$ cat src/rtl/vit_pkg.sv
// Shared definitions for the 802.11a Viterbi decoder frame controller.
// Holds the state encoding, code constants and parameter defaults.
package vit_pkg;

  localparam logic [2:0] ST_IDLE    = 3'd0;
  localparam logic [2:0] ST_DEC_RST = 3'd1;
  localparam logic [2:0] ST_DATA    = 3'd2;
  localparam logic [2:0] ST_DRAIN   = 3'd3;
  localparam logic [2:0] ST_DONE    = 3'd4;

  typedef enum logic [2:0] {
    IDLE    = ST_IDLE,
    DEC_RST = ST_DEC_RST,
    DATA    = ST_DATA,
    DRAIN   = ST_DRAIN,
    DONE    = ST_DONE
  } vitState_e;

  // 802.11a convolutional code: constraint length 7, six zero tail bits.
  localparam int K         = 7;
  localparam int TAIL_BITS = K - 1;

  localparam int LEN_W_DEF     = 12;
  localparam int DRAIN_MAX_DEF = 64;
  localparam int RST_CYC_DEF   = 2;

  // Width of a counter that must reach maxVal inclusive.
  function automatic int cntWidth(input int maxVal);
    return (maxVal < 2) ? 1 : $clog2(maxVal + 1);
  endfunction

endpackage

$ cat src/rtl/vit_dec_ctrl_if.sv
// Frame-level bus of the Viterbi controller: coded-pair input, decoder
// control/return path, decoded-bit output and frame status.
interface vit_dec_ctrl_if #(
  parameter int LEN_W = 12
);
  logic             iStart;
  logic [LEN_W-1:0] iLen;
  logic [1:0]       iCode;
  logic             iCodeValid;
  logic             oCodeReady;
  logic             oDecRstN;
  logic             oDecEN;
  logic [1:0]       oDecData;
  logic             iDecBit;
  logic             iDecValid;
  logic             oBit;
  logic             oBitValid;
  logic             oBitLast;
  logic             oBusy;
  logic             oDone;
  logic             oErr;

  // Controller side.
  modport master (
    input  iStart, iLen, iCode, iCodeValid, iDecBit, iDecValid,
    output oCodeReady, oDecRstN, oDecEN, oDecData,
           oBit, oBitValid, oBitLast, oBusy, oDone, oErr
  );

  // Surrounding receive chain, decoder and downstream consumer.
  modport slave (
    output iStart, iLen, iCode, iCodeValid, iDecBit, iDecValid,
    input  oCodeReady, oDecRstN, oDecEN, oDecData,
           oBit, oBitValid, oBitLast, oBusy, oDone, oErr
  );
endinterface

$ cat src/rtl/vit_out_fwd.sv
// Decoded-bit forwarder: counts bits against the frame length, registers
// them downstream with valid/last, and drops anything past the frame end.
module vit_out_fwd #(
  parameter int LEN_W = 12
) (
  input  logic             iClk,
  input  logic             iRst,
  input  logic             clear,
  input  logic             fwdEn,
  input  logic [LEN_W-1:0] lenQ,
  input  logic             decBit,
  input  logic             decValid,
  output logic             bitOut,
  output logic             bitValid,
  output logic             bitLast,
  output logic             frameOut
);

  logic [LEN_W-1:0] outCnt;
  logic [LEN_W-1:0] outCntInc;
  logic             accept;
  logic             lastNow;

  assign accept    = fwdEn & decValid & (outCnt < lenQ);
  assign outCntInc = outCnt + LEN_W'(1);
  assign lastNow   = accept & (outCntInc == lenQ);

  // Frame is complete either already or with the bit accepted this cycle,
  // so a last bit racing the drain limit still counts as success.
  assign frameOut  = (outCnt == lenQ) | lastNow;

  // NOTE: sequential state uses non-blocking assignments so every register
  // samples pre-edge values regardless of statement order.
  always_ff @(posedge iClk or negedge iRst) begin
    if (!iRst) begin
      outCnt   <= '0;
      bitOut   <= 1'b0;
      bitValid <= 1'b0;
      bitLast  <= 1'b0;
    end else begin
      bitValid <= accept;
      bitLast  <= lastNow;
      if (accept) begin
        bitOut <= decBit;
      end
      if (clear) begin
        outCnt <= '0;
      end else if (accept) begin
        outCnt <= outCntInc;
      end
    end
  end

endmodule

$ cat src/rtl/vit_dec_ctrl.sv
// Frame sequencer for the hard-decision Viterbi decoder: resets it, feeds
// N coded pairs, flushes traceback with zero pairs, forwards N decoded bits.
module vit_dec_ctrl
  import vit_pkg::*;
#(
  parameter int LEN_W     = LEN_W_DEF,
  parameter int DRAIN_MAX = DRAIN_MAX_DEF,
  parameter int RST_CYC   = RST_CYC_DEF
) (
  input  logic          iClk,
  input  logic          iRst,
  vit_dec_ctrl_if.master bus
);

  localparam int DRN_W = cntWidth(DRAIN_MAX);
  localparam int RST_W = cntWidth(RST_CYC);

  vitState_e        state;
  logic [LEN_W-1:0] lenQ;
  logic [LEN_W-1:0] inCnt;
  logic [DRN_W-1:0] drainCnt;
  logic [DRN_W-1:0] drainNext;
  logic [RST_W-1:0] rstCnt;
  logic             decRstN;
  logic             done;
  logic             err;
  logic             xfer;
  logic             fwdEn;
  logic             frameClr;
  logic             frameOut;

  assign bus.oCodeReady = (state == DATA);
  assign xfer           = bus.oCodeReady & bus.iCodeValid;
  assign bus.oDecEN     = xfer | (state == DRAIN);
  assign bus.oDecData   = (state == DATA) ? bus.iCode : 2'b00;
  assign bus.oBusy      = (state != IDLE);
  assign bus.oDecRstN   = decRstN;
  assign bus.oDone      = done;
  assign bus.oErr       = err;

  assign drainNext = drainCnt + DRN_W'(1);
  assign fwdEn     = (state == DATA) | (state == DRAIN);
  assign frameClr  = (state == IDLE) & bus.iStart;

  always_ff @(posedge iClk or negedge iRst) begin
    if (!iRst) begin
      state    <= IDLE;
      lenQ     <= '0;
      inCnt    <= '0;
      drainCnt <= '0;
      rstCnt   <= '0;
      decRstN  <= 1'b0;
      done     <= 1'b0;
      err      <= 1'b0;
    end else begin
      // Status flags fall back every cycle; only the DONE entry raises them.
      done <= 1'b0;
      err  <= 1'b0;
      unique case (state)
        IDLE: begin
          decRstN <= 1'b1;
          if (bus.iStart) begin
            lenQ     <= bus.iLen;
            inCnt    <= '0;
            drainCnt <= '0;
            rstCnt   <= '0;
            decRstN  <= 1'b0;
            state    <= DEC_RST;
          end
        end
        DEC_RST: begin
          if (rstCnt == RST_W'(RST_CYC - 1)) begin
            decRstN <= 1'b1;
            if (lenQ == '0) begin
              state <= DONE;
              done  <= 1'b1;
            end else begin
              state <= DATA;
            end
          end else begin
            rstCnt <= rstCnt + RST_W'(1);
          end
        end
        DATA: begin
          if (xfer) begin
            inCnt <= inCnt + LEN_W'(1);
            if (inCnt == lenQ - LEN_W'(1)) begin
              state <= DRAIN;
            end
          end
        end
        DRAIN: begin
          drainCnt <= drainNext;
          if (frameOut) begin
            state <= DONE;
            done  <= 1'b1;
          end else if (drainNext == DRN_W'(DRAIN_MAX)) begin
            state <= DONE;
            done  <= 1'b1;
            err   <= 1'b1;
          end
        end
        DONE: begin
          state <= IDLE;
        end
        default: begin
          state <= IDLE;
        end
      endcase
    end
  end

  vit_out_fwd #(
    .LEN_W (LEN_W)
  ) u_out_fwd (
    .iClk     (iClk),
    .iRst     (iRst),
    .clear    (frameClr),
    .fwdEn    (fwdEn),
    .lenQ     (lenQ),
    .decBit   (bus.iDecBit),
    .decValid (bus.iDecValid),
    .bitOut   (bus.oBit),
    .bitValid (bus.oBitValid),
    .bitLast  (bus.oBitLast),
    .frameOut (frameOut)
  );

endmodule

$ cat src/flat_wrapper.sv
// flat-port wrapper written by rule: the top's interface ports become plain ports
module vit_dec_ctrl_flat import vit_pkg::*;
#(
  parameter int LEN_W     = LEN_W_DEF,
  parameter int DRAIN_MAX = DRAIN_MAX_DEF,
  parameter int RST_CYC   = RST_CYC_DEF
)
  (iClk, iRst, bus_iStart, bus_iLen, bus_iCode, bus_iCodeValid, bus_iDecBit, bus_iDecValid, bus_oCodeReady, bus_oDecRstN, bus_oDecEN, bus_oDecData, bus_oBit, bus_oBitValid, bus_oBitLast, bus_oBusy, bus_oDone, bus_oErr);
  vit_dec_ctrl_if #(.LEN_W(LEN_W)) bus_i ();
  input  logic iClk;
  input  logic iRst;
  input wire logic [$bits(bus_i.iStart)-1:0] bus_iStart;
  input wire logic [$bits(bus_i.iLen)-1:0] bus_iLen;
  input wire logic [$bits(bus_i.iCode)-1:0] bus_iCode;
  input wire logic [$bits(bus_i.iCodeValid)-1:0] bus_iCodeValid;
  input wire logic [$bits(bus_i.iDecBit)-1:0] bus_iDecBit;
  input wire logic [$bits(bus_i.iDecValid)-1:0] bus_iDecValid;
  output wire logic [$bits(bus_i.oCodeReady)-1:0] bus_oCodeReady;
  output wire logic [$bits(bus_i.oDecRstN)-1:0] bus_oDecRstN;
  output wire logic [$bits(bus_i.oDecEN)-1:0] bus_oDecEN;
  output wire logic [$bits(bus_i.oDecData)-1:0] bus_oDecData;
  output wire logic [$bits(bus_i.oBit)-1:0] bus_oBit;
  output wire logic [$bits(bus_i.oBitValid)-1:0] bus_oBitValid;
  output wire logic [$bits(bus_i.oBitLast)-1:0] bus_oBitLast;
  output wire logic [$bits(bus_i.oBusy)-1:0] bus_oBusy;
  output wire logic [$bits(bus_i.oDone)-1:0] bus_oDone;
  output wire logic [$bits(bus_i.oErr)-1:0] bus_oErr;
  assign bus_i.iStart = bus_iStart;
  assign bus_i.iLen = bus_iLen;
  assign bus_i.iCode = bus_iCode;
  assign bus_i.iCodeValid = bus_iCodeValid;
  assign bus_i.iDecBit = bus_iDecBit;
  assign bus_i.iDecValid = bus_iDecValid;
  assign bus_oCodeReady = bus_i.oCodeReady;
  assign bus_oDecRstN = bus_i.oDecRstN;
  assign bus_oDecEN = bus_i.oDecEN;
  assign bus_oDecData = bus_i.oDecData;
  assign bus_oBit = bus_i.oBit;
  assign bus_oBitValid = bus_i.oBitValid;
  assign bus_oBitLast = bus_i.oBitLast;
  assign bus_oBusy = bus_i.oBusy;
  assign bus_oDone = bus_i.oDone;
  assign bus_oErr = bus_i.oErr;
  vit_dec_ctrl #(.LEN_W(LEN_W), .DRAIN_MAX(DRAIN_MAX), .RST_CYC(RST_CYC)) u_core (.iClk(iClk), .iRst(iRst), .bus(bus_i));
endmodule
$ cat config.mk
export PLATFORM = sky130hd
export DESIGN_NAME = vit_dec_ctrl_flat
export DESIGN_NICKNAME = d
export VERILOG_FILES = /design/src/rtl/vit_pkg.sv /design/src/rtl/vit_dec_ctrl_if.sv /design/src/rtl/vit_out_fwd.sv /design/src/rtl/vit_dec_ctrl.sv /design/src/flat_wrapper.sv
export SDC_FILE = /design/constraint.sdc
export NUM_CORES = 1
export LEC_CHECK = 0
export ABC_AREA = 1
export CAP_MARGIN = 30
export CORE_MARGIN = 2
export CORE_UTILIZATION = 25
export CTS_CLUSTER_SIZE = 12
export DETAILED_ROUTE_END_ITERATION = 16
export GPL_TIMING_DRIVEN = 0
export SLEW_MARGIN = 30
export SYNTH_ARGS = -nofsm -noshare
export SYNTH_HDL_FRONTEND = slang
export SYNTH_SLANG_ARGS = --single-unit
$ cat constraint.sdc
create_clock -name iClk -period 2.1 [get_ports iClk]
set_clock_uncertainty 0.05 [all_clocks]
set_input_delay 0.63 -clock iClk [delete_from_list [all_inputs] [get_ports iClk]]
set_output_delay 0.63 -clock iClk [all_outputs]
set_load 0.01 [all_outputs]
======== Word-level counts from Yosys, hierarchy flattened ========
Index checks and enable logic that the tools add are counted.
storage, ports and cells
  flip-flop bits (word level) ............. 54
  input port bits ......................... 20
  output and inout port bits .............. 11
  word-level logic and storage cells ...... 82
cells by class
  add/subtract/negate cells ............... 5
  order comparisons ....................... 1
  eq/ne operators ......................... 14
  multiplexer cells ....................... 29
  bitwise operators ....................... 8
  reduce and logical (&&, ||, !) cells .... 13
operators with widths
  operator                                                               count
  12-bit two-way mux                                                     4
  12-bit == test                                                         3
  12-bit by 1-bit adder with 12-bit output (second input constant)       2
  12-bit one-hot mux with 2 select lines                                 1
  3-bit two-way mux                                                      7
  7-bit one-hot mux with 2 select lines                                  1
  12-bit zero test                                                       1
  12-bit < comparator                                                    1
  3-bit one-hot mux with 4 select lines                                  1
  12-bit by 1-bit subtractor with 12-bit output (second input constant)  1
  1-bit two-way mux                                                      8
  2-bit inequality test (second input constant)                          4
  2-bit nonzero test                                                     4
  7-bit by 1-bit adder with 7-bit output (second input constant)         1
  7-bit == test (second input constant)                                  1
  7-bit two-way mux                                                      1
  3-bit by 2-bit == test with 1-bit output (second input constant)       2
  2-bit two-way mux                                                      3
  2-bit AND reduction                                                    3
  3-bit AND reduction                                                    2
  1-bit bitwise AND                                                      5
  5-bit AND reduction                                                    1
  1-bit one-hot mux with 2 select lines                                  2
  2-bit one-hot mux with 2 select lines                                  1
  8 further kinds                                                        10

======== Depth between registers and ports, before layout ========
Gate-level depths: netlist (run 1).
  depth after elaboration ................. 8
  gate-level depth with buffers ........... 16
  gate-level depth less buffers ........... 16

======== Modules after synthesis ========
Synthesis (run 1) repeated with hierarchy kept, for this count alone.
unflattened totals
  cells, all modules ...................... 529
  area, all modules ....................... 3764.9 sq um
modules (own cells, without submodules)
  module        times used  cells each  area each (sq um)  sequential area each (sq um)
  vit_dec_ctrl  1           307         2331.0             975.9
  vit_out_fwd   1           222         1433.9             375.4

======== Worst setup path after synthesis (run 1) ========
OpenSTA, ideal clock, no wires.
  path type ............................... register to register
  from .................................... reg u_core.lenQ[9]
  to ...................................... reg u_core.state[1]
  library setup time ...................... 117 ps
  arrival time ............................ 1732 ps
  data required time ...................... 1933 ps
  setup slack ............................. 201 ps
  cell stages (with the launch flop) ...... 15
  buffers on the path ..................... 0
  period minus slack after synthesis ...... 1899 ps
  cell sequence ........................... dfrtp_1 -> inv_1 -> ha_1 -> a21oi_1 -> nor2_1 -> nor2_1 -> nand3_2 -> nor2_1 -> nand2_1 -> nor2_1 -> nand2_1 -> nand3_1 -> nand2_1 -> nand2_1 -> nand2_1
on the way
  word-level cells in the longest chain between the ends .. 6
  elaborated cells between the ends (all ways) .. 16
  those cells by class .................... 1 x add/sub; 1 x order compare; 5 x eq/ne; 4 x mux; 3 x bitwise; 2 x reduce/logical
ends and longest elaborated chain
  item                                                                                             line                RTL
  start: declaration                                                                               vit_dec_ctrl.sv:19  logic [LEN_W-1:0] lenQ;
  start signal: assignment                                                                         vit_dec_ctrl.sv:63  lenQ <= bus.iLen;
  12-bit < comparator                                                                              vit_out_fwd.sv:24   assign accept = fwdEn & decValid & (outCnt < lenQ);
  1-bit bitwise AND                                                                                vit_out_fwd.sv:24
  1-bit bitwise AND                                                                                vit_out_fwd.sv:26   assign lastNow = accept & (outCntInc == lenQ);
  1-bit bitwise OR                                                                                 vit_out_fwd.sv:30   assign frameOut = (outCnt == lenQ) | lastNow;
  3-bit by 2-bit inequality test with 1-bit output (no line) or 3-bit two-way mux (tied branches)  n/a
  5-bit AND reduction (no line) or 3-bit one-hot mux with 4 select lines (tied branches)           n/a
  end signal: assignment                                                                           vit_dec_ctrl.sv:47  state <= IDLE;
  end signal: assignment                                                                           vit_dec_ctrl.sv:68  state <= DEC_RST;
  end signal: assignment                                                                           vit_dec_ctrl.sv:75  state <= DONE;
  end: declaration                                                                                 vit_dec_ctrl.sv:18  vitState_e state;
Several ways; a longest one is shown, not always the timed one. The select of a mux whose other input is x is not followed.
A chain may end at the register's enable or synchronous reset.

======== Worst setup path in the final report (run 1) ========
  from .................................... reg u_core.state[2]
  to ...................................... out bus_oBusy
on the way
  word-level cells in the longest chain between the ends .. 1
ends and longest elaborated chain
  item                line                RTL
  3-bit nonzero test  vit_dec_ctrl.sv:36  assign bus.oBusy = (state != IDLE);
  end: declaration    flat_wrapper.sv:25  output wire logic [$bits(bus_i.oBusy)-1:0] bus_oBusy;
Every way passes these cells.

==> summary.txt, run 1 <==
Timing
  – Max-slew violations: 0
  – Least-Margin Pin Slew: 367 ps
  – Unrepaired setup endpoints after global routing: true
  – Final setup vio count: 0
  – Part of the cycle the worst path needs: 0.995
  – Worst hold slack: ~150 ps
  – Final hold violations: 0
  – Relative slew margins: 0.753
  – Fmax achieved: 479 MHz
  – Final min period: approximately 2100 ps

Global route
  – GRT Total Usage: 0.124
  – Gr ovfl total: 0
  – Initial antenna violation count: 0
  – Vias in the first global route: approximately 3.2k
  – First-pass GRT wire length: roughly 16 mm
  – Largest net degree at the start of global routing: 39

CTS
  – Clock Latency Late Sink: approximately 300 ps
  – Sink Count: 54
  – H-Tree Depth: 2
  – TritonCTS buffer count: 5
  – Clock Path Buffers: 2
  – Worst-path clk slew: 80 ps
  – Cts hold-fix bufs: 0
  – Root Buffer Master: clkbuf_16
  – CTS tree: done

Setup path
  – WP data arrival: between 1000 and 1500 ps
  – Critical path launch point type: register
  – Crit end category: output pin
  – Reg2reg path depth: 12
  – CP max FO: 4
  – Req. time, crit path: 1420 ps
  – Setup CP Type: reg2out

Power and ir drop
  – Pwr dens: 1180 nW/um^2
  – Seq pwr share: 0.262
  – Pint: 3.41 mW
  – Combinational share of power: 0.575
  – Clock share of power: 0.163
  – Sw Ratio: 0.432
  – Final Power: ~6 mW
  – Pleak: approximately 2.4 nW
  – VDD IR max: 422 uV
  – Sw Pwr: about 2.6 mW

Die
  – Die Ht: roughly 120 um
  – Die area: roughly 15000 sq um
  – Die Wd: between 100 and 150 um
  – Core area: roughly 14000 sq um
  – Initial Util: 0.252
  – Rows: 44
  – # IOs: 31

Placed design
  – DP Cell Count: just over 700
  – # port buffers: 30
  – Gpl congestion: 0.893
  – HPWL after DPL: roughly 7.3 mm

Synth
  – Synth top area cells: dfrtp_1 37%, nand2_1 13%, nand3_1 7.2%, inv_1 7.0%, ha_1 6.6%
  – Simple-gate area share of the yosys netlist: 0.342
  – Post-Synth XOR/XNOR Area: 0.0428
  – Yosys warnings: 0
  – Top_reg_cell synth: dfrtp_1
  – Syn_nets: 543
  – Synth area leader: dfrtp_1
  – Largest family of logic cells by synthesized area: simple AND/OR/NAND/NOR gates
  – EDFF count, synth: 0
  – Synth top area share: 0.373
  – Sequential fraction of the synthesis area: 0.373
  – Syn Inst Count: 504
  – Post-synthesis register bit count: 54
  – Post-synth top cells: 126 x nand2_1, 68 x inv_1, 54 x dfrtp_1
  – Synth Area in Adders: 0.0656
  – Asr flop ratio synth: 1.00
  – Synthesized area: approximately 3600 sq um
  – Synth unique cells: 31
  – Compound-Gate Fraction of Synth Area: 0.0959
  – Most common cell in the netlist: nand2_1
  – Post-synthesis mux area share: 0
  – Mean Syn Cell Area: just over 7 sq um

Finish
  – Share of cells above drive strength 1: 0.284
  – Finished Layout Cells: 780
  – Layout Utilization: 0.355
  – Ant diodes: 0
  – Layout area overhead: 40.6%
  – Nets: 634

Route
  – Detailed Route Iter0 Violations: 202
  – M1 WL: between 4 and 5 mm
  – DR WL met2: between 4 and 5 mm
  – Post-route ant nets: 0
  – TritonRoute pass-1 iters: 4
  – # DRC: 0
  – Routed WL: 10.3 mm
  – Vias/cell: 4.66
  – Met3 wire len: roughly 380 um
  – Routed len/inst: between 10 and 15 um
  – Top sig layer: met4
  – Total vias in the final route: 3631

Flow run
  – Max Cap Viol: 0

Run status
  – Status: finished, final reports clean

Min path
  – HP Class: in2async
## critical path, stage by stage (launching register included)
cell,delay [ps]
dfrtp_1,380
inv_2,120
nand2_4,80
nor2_2,180
inv_1,80
dlygate4sd2_1,290
## power groups by stage
stage | clock (mW) | sequential (mW) | combinational, mW
after CTS | 1.00 | 1.55 | 2.72
after floorplan | 0 | 1.52 | 1.73
final | 0.979 | 1.57 | 3.45
after detailed placement | 0 | 1.60 | 2.43
after global routing | 1.03 | 1.60 | 3.84
after global placement | 0 | 1.60 | 2.40
## final timing paths
path / start / end / slack (ps)
min: iRst / u_core.u_out_fwd.outCnt[4] / 150
max: u_core.state[2] / bus_oBusy / 10
min reg2reg: u_core.u_out_fwd.bitOut / u_core.u_out_fwd.bitOut / 450
min in group iClk: u_core.u_out_fwd.bitOut / u_core.u_out_fwd.bitOut / 450
max in group asynchronous: iRst / u_core.lenQ[11] / 1360
max reg2reg: u_core.u_out_fwd.outCnt[9] / u_core.bus.oErr / 80
## timing repair
item / in CTS / in global routing
pin swaps: 6 / 30
resized for setup: 42 / 81
buffers inserted: 13 / 40
setup endpoints to repair: 39 / 22
## layer usage
layer / vias to the layer above / track usage
met4: 0 / 0.0337
li1: 1829 / -
met2: 81 / 0.209
met3: 21 / 0.0202
met5: - / 0
met1: 1700 / 0.166
## flip-flops by register name, summed over array words and instances (netlist names)
signal,cells
u_core.bus.oDone,1
u_core.u_out_fwd.outCnt,12
u_core.rstCnt,2
u_core.state,3
u_core.bus.oDecRstN,1
u_core.u_out_fwd.bitOut,1
u_core.u_out_fwd.bitLast,1
u_core.drainCnt,7
u_core.bus.oErr,1
u_core.lenQ,12
u_core.u_out_fwd.bitValid,1
u_core.inCnt,12
## final cells by class
class                           instances  area (sq um)
Sequential cell                        54          1370
Timing Repair Buffer                   84           759
Multi-Input combinational cell        372          2250
Buffer                                  3          17.5
Clock inverter                          3          43.8
Inverter                               75           304
Clock buffer                            5           125
Fill cell                            1462          9270
Tap cell                              184           230
## per-stage QoR
step | worst slack (ps) | instance area (sq um) | setup TNS (ps)
after CTS | -21.3 | 4510 | -49.0
final | 11.0 | 5100 | 0
after global placement | -1460 | 4160 | -96970
after detailed placement | -554 | 4170 | -17870
after global routing | -110 | 5100 | -354
after floorplan | 201 | 3630 | 0
## placed cells by master (no fill, tap or decap), types with 13 or more instances in the layout
cell type        synthesis  layout
inv_2                    7      17
buf_4                    0      48
nor2_2                   5      14
clkdlybuf4s50_1          0      21
nand3_1                 52      44
nand2_2                  4      13
o21ai_0                 30      26
dfrtp_1                 54      42
nor2_1                  53      39
nand2_1                126     114
inv_1                   68      53
## logic make-up after synthesis
family / after synthesis
compound gates: 62
buf+inv: 78
fa+ha+maj: 19
flops: 54
simple gates: 275
xor+xnor: 16
Note: power is estimated with default switching activity, not from simulation.
==> run 2, diff against run 1 <==
--- a/config.mk
+++ b/config.mk
@@ -7,7 +7,6 @@
 export LEC_CHECK = 0
 export ABC_AREA = 1
 export CAP_MARGIN = 30
-export CORE_MARGIN = 2
 export CORE_UTILIZATION = 25
 export CTS_CLUSTER_SIZE = 12
 export DETAILED_ROUTE_END_ITERATION = 16
@@ -15,4 +14,5 @@
 export SLEW_MARGIN = 30
 export SYNTH_ARGS = -nofsm -noshare
 export SYNTH_HDL_FRONTEND = slang
+export SYNTH_HIERARCHICAL = 1
 export SYNTH_SLANG_ARGS = --single-unit
==> run 2 against run 1 <==
  * Via count shrank 5.7%
  * Count of clock-buffer cells in the layout rose by 1
  * Critical path type is now reg2reg
  * Total power down 4.7%
  * Final area shrank 7.0%
  * The flow now finishes with violations (negative setup slack)
  * First-iteration DRC count decreased by 0.99%
  * Final cell count down 0.51%
  * Fmax decreased by 9.5%
==> summary.txt, run 2 <==
Run status
  – Status: complete, but fails checks
  – Failing checks: negative setup slack

Power and ir drop
  – Sw Pwr: ~2.6 mW
  – Clock share of power: 0.150
  – Sw Ratio: 0.450
  – Pint: about 3.1 mW
  – Pwr dens: 1200 nW/um^2
  – Seq pwr share: 0.295
  – Pleak: between 2 and 2.5 nW
  – VDD IR max: around 410 uV
  – Combinational share of power: 0.555

Global route
  – Vias in the first global route: around 3.3k
  – Largest net degree at the start of global routing: 43
  – Initial antenna violation count: 0
  – First-pass GRT wire length: between 15 and 20 mm
  – GRT Total Usage: 0.127
  – Gr ovfl total: 0

Timing
  – Final min period: roughly 2300 ps
  – Final setup vio count: 5
  – Relative slew margins: 0.676
  – Setup ws final: -207 ps
  – Final hold violations: 0
  – Setup TNS: -634 ps
  – Fmax achieved: 433 MHz
  – Least-Margin Pin Slew: 487 ps
  – Max-slew violations: 0
  – Unrepaired setup endpoints after global routing: true
  – Part of the cycle the worst path needs: 1.10

Setup path
  – Req. time, crit path: 2280 ps
  – Crit path cell chain: nor2_4 -> inv_2 -> nor2_4 -> inv_2 -> nand2_2 -> nand2_1 -> nor2_1 -> nand3_1 -> nor2_2 -> nand3_2 -> nor2_2 -> nand3_2 -> o21ai_2 -> nor2_2 -> a21oi_2 -> buf_4 -> nand3_2 -> nand2_1
  – CP max stage delay: 420 ps
  – FF-to-FF setup slack: -210 ps
  – WP data arrival: between 2000 and 2500 ps
  – Critical path launch point type: register
  – CP max FO: 3
  – Worst R2R End: u_core/state[1]
  – Worst flop-to-flop path startpoint: u_core/state[2]
  – Crit-path slowest cell: dfrtp_1
  – Reg2reg path depth: 18
  – Setup CP Type: reg2reg
  – Crit end category: register

Flow run
  – Max Cap Viol: 0

Finish
  – Share of cells above drive strength 1: 0.174
  – Most common cell after layout, fill and taps aside: nand2_1
  – Finished Layout Cells: a little under 800
  – Most frequent cells in the layout: 139 x nand2_1, 70 x inv_1, 54 x nor2_1
  – Nets: roughly 630
  – Ant diodes: 0
  – Layout area overhead: 26.0%
  – Top Registers: u_core/inCnt: 12 flops, u_core/lenQ: 12 flops, u_core/u_out_fwd/outCnt: 12 flops

Synth
  – Sequential fraction of the synthesis area: 0.359
  – Synth top area share: 0.359
  – Yosys warnings: 6
  – Post-synth top cells: 143 x nand2_1, 72 x inv_1, 59 x nor2_1
  – Post-synthesis register bit count: 54
  – Top_reg_cell synth: dfrtp_1
  – Synthesized area: ~3800 sq um
  – Mean Syn Cell Area: around 7.1 sq um
  – Synth area leader: dfrtp_1
  – Synth top area cells: dfrtp_1 36%, nand2_1 14%, inv_1 7.2%, nand3_1 6.8%, ha_1 6.6%
  – Syn Inst Count: approximately 530
  – Synth unique cells: 38
  – Asr flop ratio synth: 1.00
  – EDFF count, synth: 0
  – Syn_nets: 569
  – Most common cell in the netlist: nand2_1

Route
  – # DRC: 0
  – Routed WL: 9.61 mm
  – Vias/cell: between 4 and 5
  – Detailed Route Iter0 Violations: 200
  – Post-route ant nets: 0
  – Total vias in the final route: around 3.4k
  – TritonRoute pass-1 iters: 4
  – Routed len/inst: 12.4 um

Die
  – Die Ht: approximately 120 um
  – Die Wd: approximately 120 um
  – Die area: 15600 sq um
  – Rows: 44
  – # IOs: 31
  – Initial Util: 0.258
  – Core area: ~15000 sq um

CTS
  – Root Buffer Master: clkbuf_16
  – Clock Latency Late Sink: approximately 290 ps
  – Clock Path Buffers: 2
  – Worst-path clk slew: approximately 70 ps
  – Cts hold-fix bufs: 0
  – TritonCTS buffer count: 5
  – CTS tree: done
  – H-Tree Depth: 2
  – Sink Count: 54

Placed design
  – DP Cell Count: roughly 740
  – Gpl congestion: 0.798
  – HPWL after DPL: between 7 and 8 mm
  – # port buffers: 30

Min path
  – HP Class: in2async
[run 2: cell types whose count changed after synthesis, sizes merged, moves of 2 or more]
cell | previous run | this run
a21boi | 0 | 2
nand2 | 133 | 154
inv | 75 | 80
nor3 | 11 | 5
nor2 | 62 | 70
and2 | 0 | 2
nand4 | 12 | 2
nor4 | 0 | 2
xnor2 | 5 | 3
a22o | 4 | 1
nand3 | 54 | 56
[run 2: worst max-delay path: cells and delay by family, from the launching register on]
family | cells | cell delay, ps
flip-flops | 1 | 420
AO/OA/AOI/OAI | 2 | 350
buffers and inverters | 3 | 250
AND/OR/NAND/NOR | 13 | 1180
[run 2: per-layer routing]
layer  vias up  part of all wire  track usage
li1       1815                 -            -
met1      1556              0.47        0.157
met2        40              0.49        0.225
met3        12             0.027       0.0228
met4         0             0.016       0.0326
met5         -                 0            0
[run 2: power by group through the flow]
stage | logic, mW | clock network (mW) | registers [mW]
floorplan | 1.94 | 0 | 1.65
global route | 3.60 | 0.936 | 1.74
detailed placement | 2.65 | 0 | 1.74
finish | 3.17 | 0.857 | 1.69
global placement | 2.62 | 0 | 1.73
CTS | 3.00 | 0.891 | 1.69
[run 2: logic make-up after synthesis]
group,Yosys count,synth area share
flops,54,0.359
simple gates,296,0.368
fa+ha+maj,20,0.0665
xor+xnor,12,0.0279
compound gates,61,0.0911
mux,1,0.00266
buf+inv,85,0.0854
[run 2: worst max-delay path by stage]
stage	from	endpoint	slack, ps
after floorplan	u_core/state[2]	u_core/state[1]	-140
after global placement	iRst	u_core/rstCnt[1]	-1530
after detailed placement	bus_iStart	u_core/u_out_fwd/outCnt[11]	-770
after CTS	u_core/state[2]	u_core/state[1]	-240
after global routing	u_core/state[2]	u_core/state[1]	-400
final	u_core/state[2]	u_core/state[1]	-210
[run 2: area by class of cell]
class,count,area (sq um)
sequential,54,1360
fill,1522,9850
buffer,4,33.8
timing repair buffer,55,500
multi-input combinational,390,2160
tap,184,230
inverter,81,309
clock buffer,6,139
clock inverter,2,12.5
[run 2: repair_timing]
item,4_1_cts,5_1_grt
cloned,0,0
setup endpoints to repair,29,24
setup buffers,18,7
pin swaps,14,6
resized for setup,36,20
[run 2: metrics by stage]
step	instance area [sq um]	worst slack, ps	utilization	hold slack [ps]	total power [mW]
CTS	4630	-243	0.317	135	5.58
detailed placement	4330	-771	0.297	422	4.39
finish	4740	-207	0.325	134	5.71
global route	4740	-398	0.325	138	6.28
floorplan	3770	-140	-	284	3.59
global placement	4300	-1530	0.295	425	4.35
==> run 3, diff against run 2 <==
--- a/config.mk
+++ b/config.mk
@@ -8,6 +8,7 @@
 export ABC_AREA = 1
 export CAP_MARGIN = 30
 export CORE_UTILIZATION = 25
+export CTS_BUF_LIST = sky130_fd_sc_hd__clkbuf_16
 export CTS_CLUSTER_SIZE = 12
 export DETAILED_ROUTE_END_ITERATION = 16
 export GPL_TIMING_DRIVEN = 0
==> run 3 against run 2 <==
  * The flow still finishes with violations (negative setup slack)
  * Routed wire length is 1.3% higher
  * Fmax is 1.2% lower
  * Highest routed layer unchanged
  * Global-route usage barely moved
  * Critical path depth fell by 10
  * Sequential share of layout area down 0.64 points
  * Via count up 1.7%
  * Die area unchanged
  * Sequential power hardly changed
==> summary.txt, run 3 (synthesized netlist as in run 2, its figures left out) <==
CTS
  – CTS tree: done
  – Clock Path Buffers: 2
  – Cts hold-fix bufs: 0
  – Clock Latency Late Sink: roughly 290 ps
  – Root Buffer Master: clkbuf_16
  – H-Tree Depth: 2
  – Worst-path clk slew: about 70 ps
  – TritonCTS buffer count: 5
  – Sink Count: 54

Timing
  – Unrepaired setup endpoints after global routing: true
  – Part of the cycle the worst path needs: 1.11
  – Final hold violations: 0
  – Max-slew violations: 0
  – Final min period: between 2000 and 2500 ps
  – Setup ws final: -236 ps
  – Fmax achieved: 428 MHz
  – Relative slew margins: 0.712
  – Least-Margin Pin Slew: ~430 ps
  – Final setup vio count: 10

Route
  – Routed len/inst: about 12 um
  – Post-route ant nets: 0
  – # DRC: 0
  – Detailed Route Iter0 Violations: ~230
  – Total vias in the final route: roughly 3.5k
  – TritonRoute pass-1 iters: 4
  – Routed WL: about 10 mm
  – Vias/cell: 4.44

Finish
  – Layout area overhead: 29.2%
  – Finished Cell Area: about 5000 sq um
  – Top Registers: u_core/inCnt: 12 flops, u_core/lenQ: 12 flops, u_core/u_out_fwd/outCnt: 12 flops
  – Most frequent cells in the layout: 138 x nand2_1, 68 x inv_1, 52 x nor2_1
  – Share of cells above drive strength 1: 0.203
  – Ant diodes: 0
  – Nets: between 600 and 700
  – Most common cell after layout, fill and taps aside: nand2_1

Flow run
  – Max Cap Viol: 0

Die
  – Die Wd: 125 um
  – Core area: about 15000 sq um
  – Initial Util: 0.258
  – Die area: 15600 sq um
  – Die Ht: between 100 and 150 um
  – Rows: 44
  – # IOs: 31

Setup path
  – CP max FO: 6
  – Crit-path slowest cell: dfrtp_2
  – Crit path cell chain: inv_2 -> nor2_4 -> buf_4 -> buf_6 -> buf_6 -> buf_4 -> buf_4 -> buf_6
  – Setup CP Type: reg2out
  – Crit end category: output pin
  – CP max stage delay: 450 ps
  – WP data arrival: roughly 1700 ps
  – Req. time, crit path: between 1000 and 1500 ps
  – Critical path launch point type: register

Global route
  – First-pass GRT wire length: 16.0 mm
  – Initial antenna violation count: 0
  – Largest net degree at the start of global routing: between 40 and 50
  – GRT Total Usage: 0.127
  – Gr ovfl total: 0
  – Vias in the first global route: around 3.4k

Placed design
  – Setup WS pre-CTS: -771 ps
  – Gpl congestion: roughly 0.8
  – HPWL after DPL: slightly above 7 mm
  – # port buffers: 30
  – Placed inst area: roughly 4300 sq um

Min path
  – HP Class: in2async

Run status
  – Failing checks: negative setup slack
  – Status: complete, but fails checks

Power and ir drop
  – VDD IR max: around 400 uV
  – Final Power: around 5.8 mW
  – Pleak: between 2 and 2.5 nW
  – Pwr dens: about 1200 nW/um^2
run 3: per-layer routing:
metal,vias up,global-route usage,part of all wire
li1,1841,-,-
met1,1591,0.158,0.46
met2,38,0.226,0.50
met3,10,0.0228,0.028
met4,0,0.0326,0.012
met5,-,0,0
run 3: report_power, final:
group          switching [mW]  internal, mW
sequential              0.331          1.35
combinational            1.92          1.42
clock                   0.384         0.437
total                    2.63          3.21
run 3: critical path: cells and delay by family (launching register included):
kind,cells,cell delay [ps]
buf+inv,7,850
flops,1,450
simple gates,1,60
run 3: path summary, 6_finish.rpt:
path / to / depth (start not counted) / slack, ps / from
min in group iClk: u_core/bus.oDecRstN / 1 / 440 / u_core/bus.oDecRstN
worst max-delay path: bus_oCodeReady / 8 / -240 / u_core/state[1]
worst max register to register: u_core/state[1] / 18 / -180 / u_core/state[2]
worst min-delay path: u_core/u_out_fwd/outCnt[0] / 1 / 130 / iRst
max in group asynchronous: u_core/state[1] / 2 / 1380 / iRst
worst min register to register: u_core/bus.oDecRstN / 1 / 440 / u_core/bus.oDecRstN
run 3: area by class of cell:
type | instances | area, sq um
plain buffers | 4 | 30.0
clock buffers | 5 | 125
clock inverters | 3 | 16.3
flip-flops and latches | 54 | 1360
repair buffers | 63 | 576
multi-input cells | 390 | 2210
fillers | 1526 | 9720
inverters | 81 | 309
well taps | 184 | 230
run 3: stage by stage:
stage / util / setup TNS (ps) / instances / hold slack, ps
final: 0.333 / -1090 / 784 / 133
after global routing: 0.333 / -3080 / 784 / 139
after CTS: 0.318 / -1030 / 771 / 136
after detailed placement: 0.297 / -18850 / 744 / 422
after global placement: 0.295 / -100800 / 743 / 425
after floorplan: - / -319 / 529 / 284
run 3: timing repair:
item,4_1_cts,5_1_grt
endpoints found under the setup margin,29,24
buffers inserted,19,14
resized for setup,33,41
pin swaps,14,15
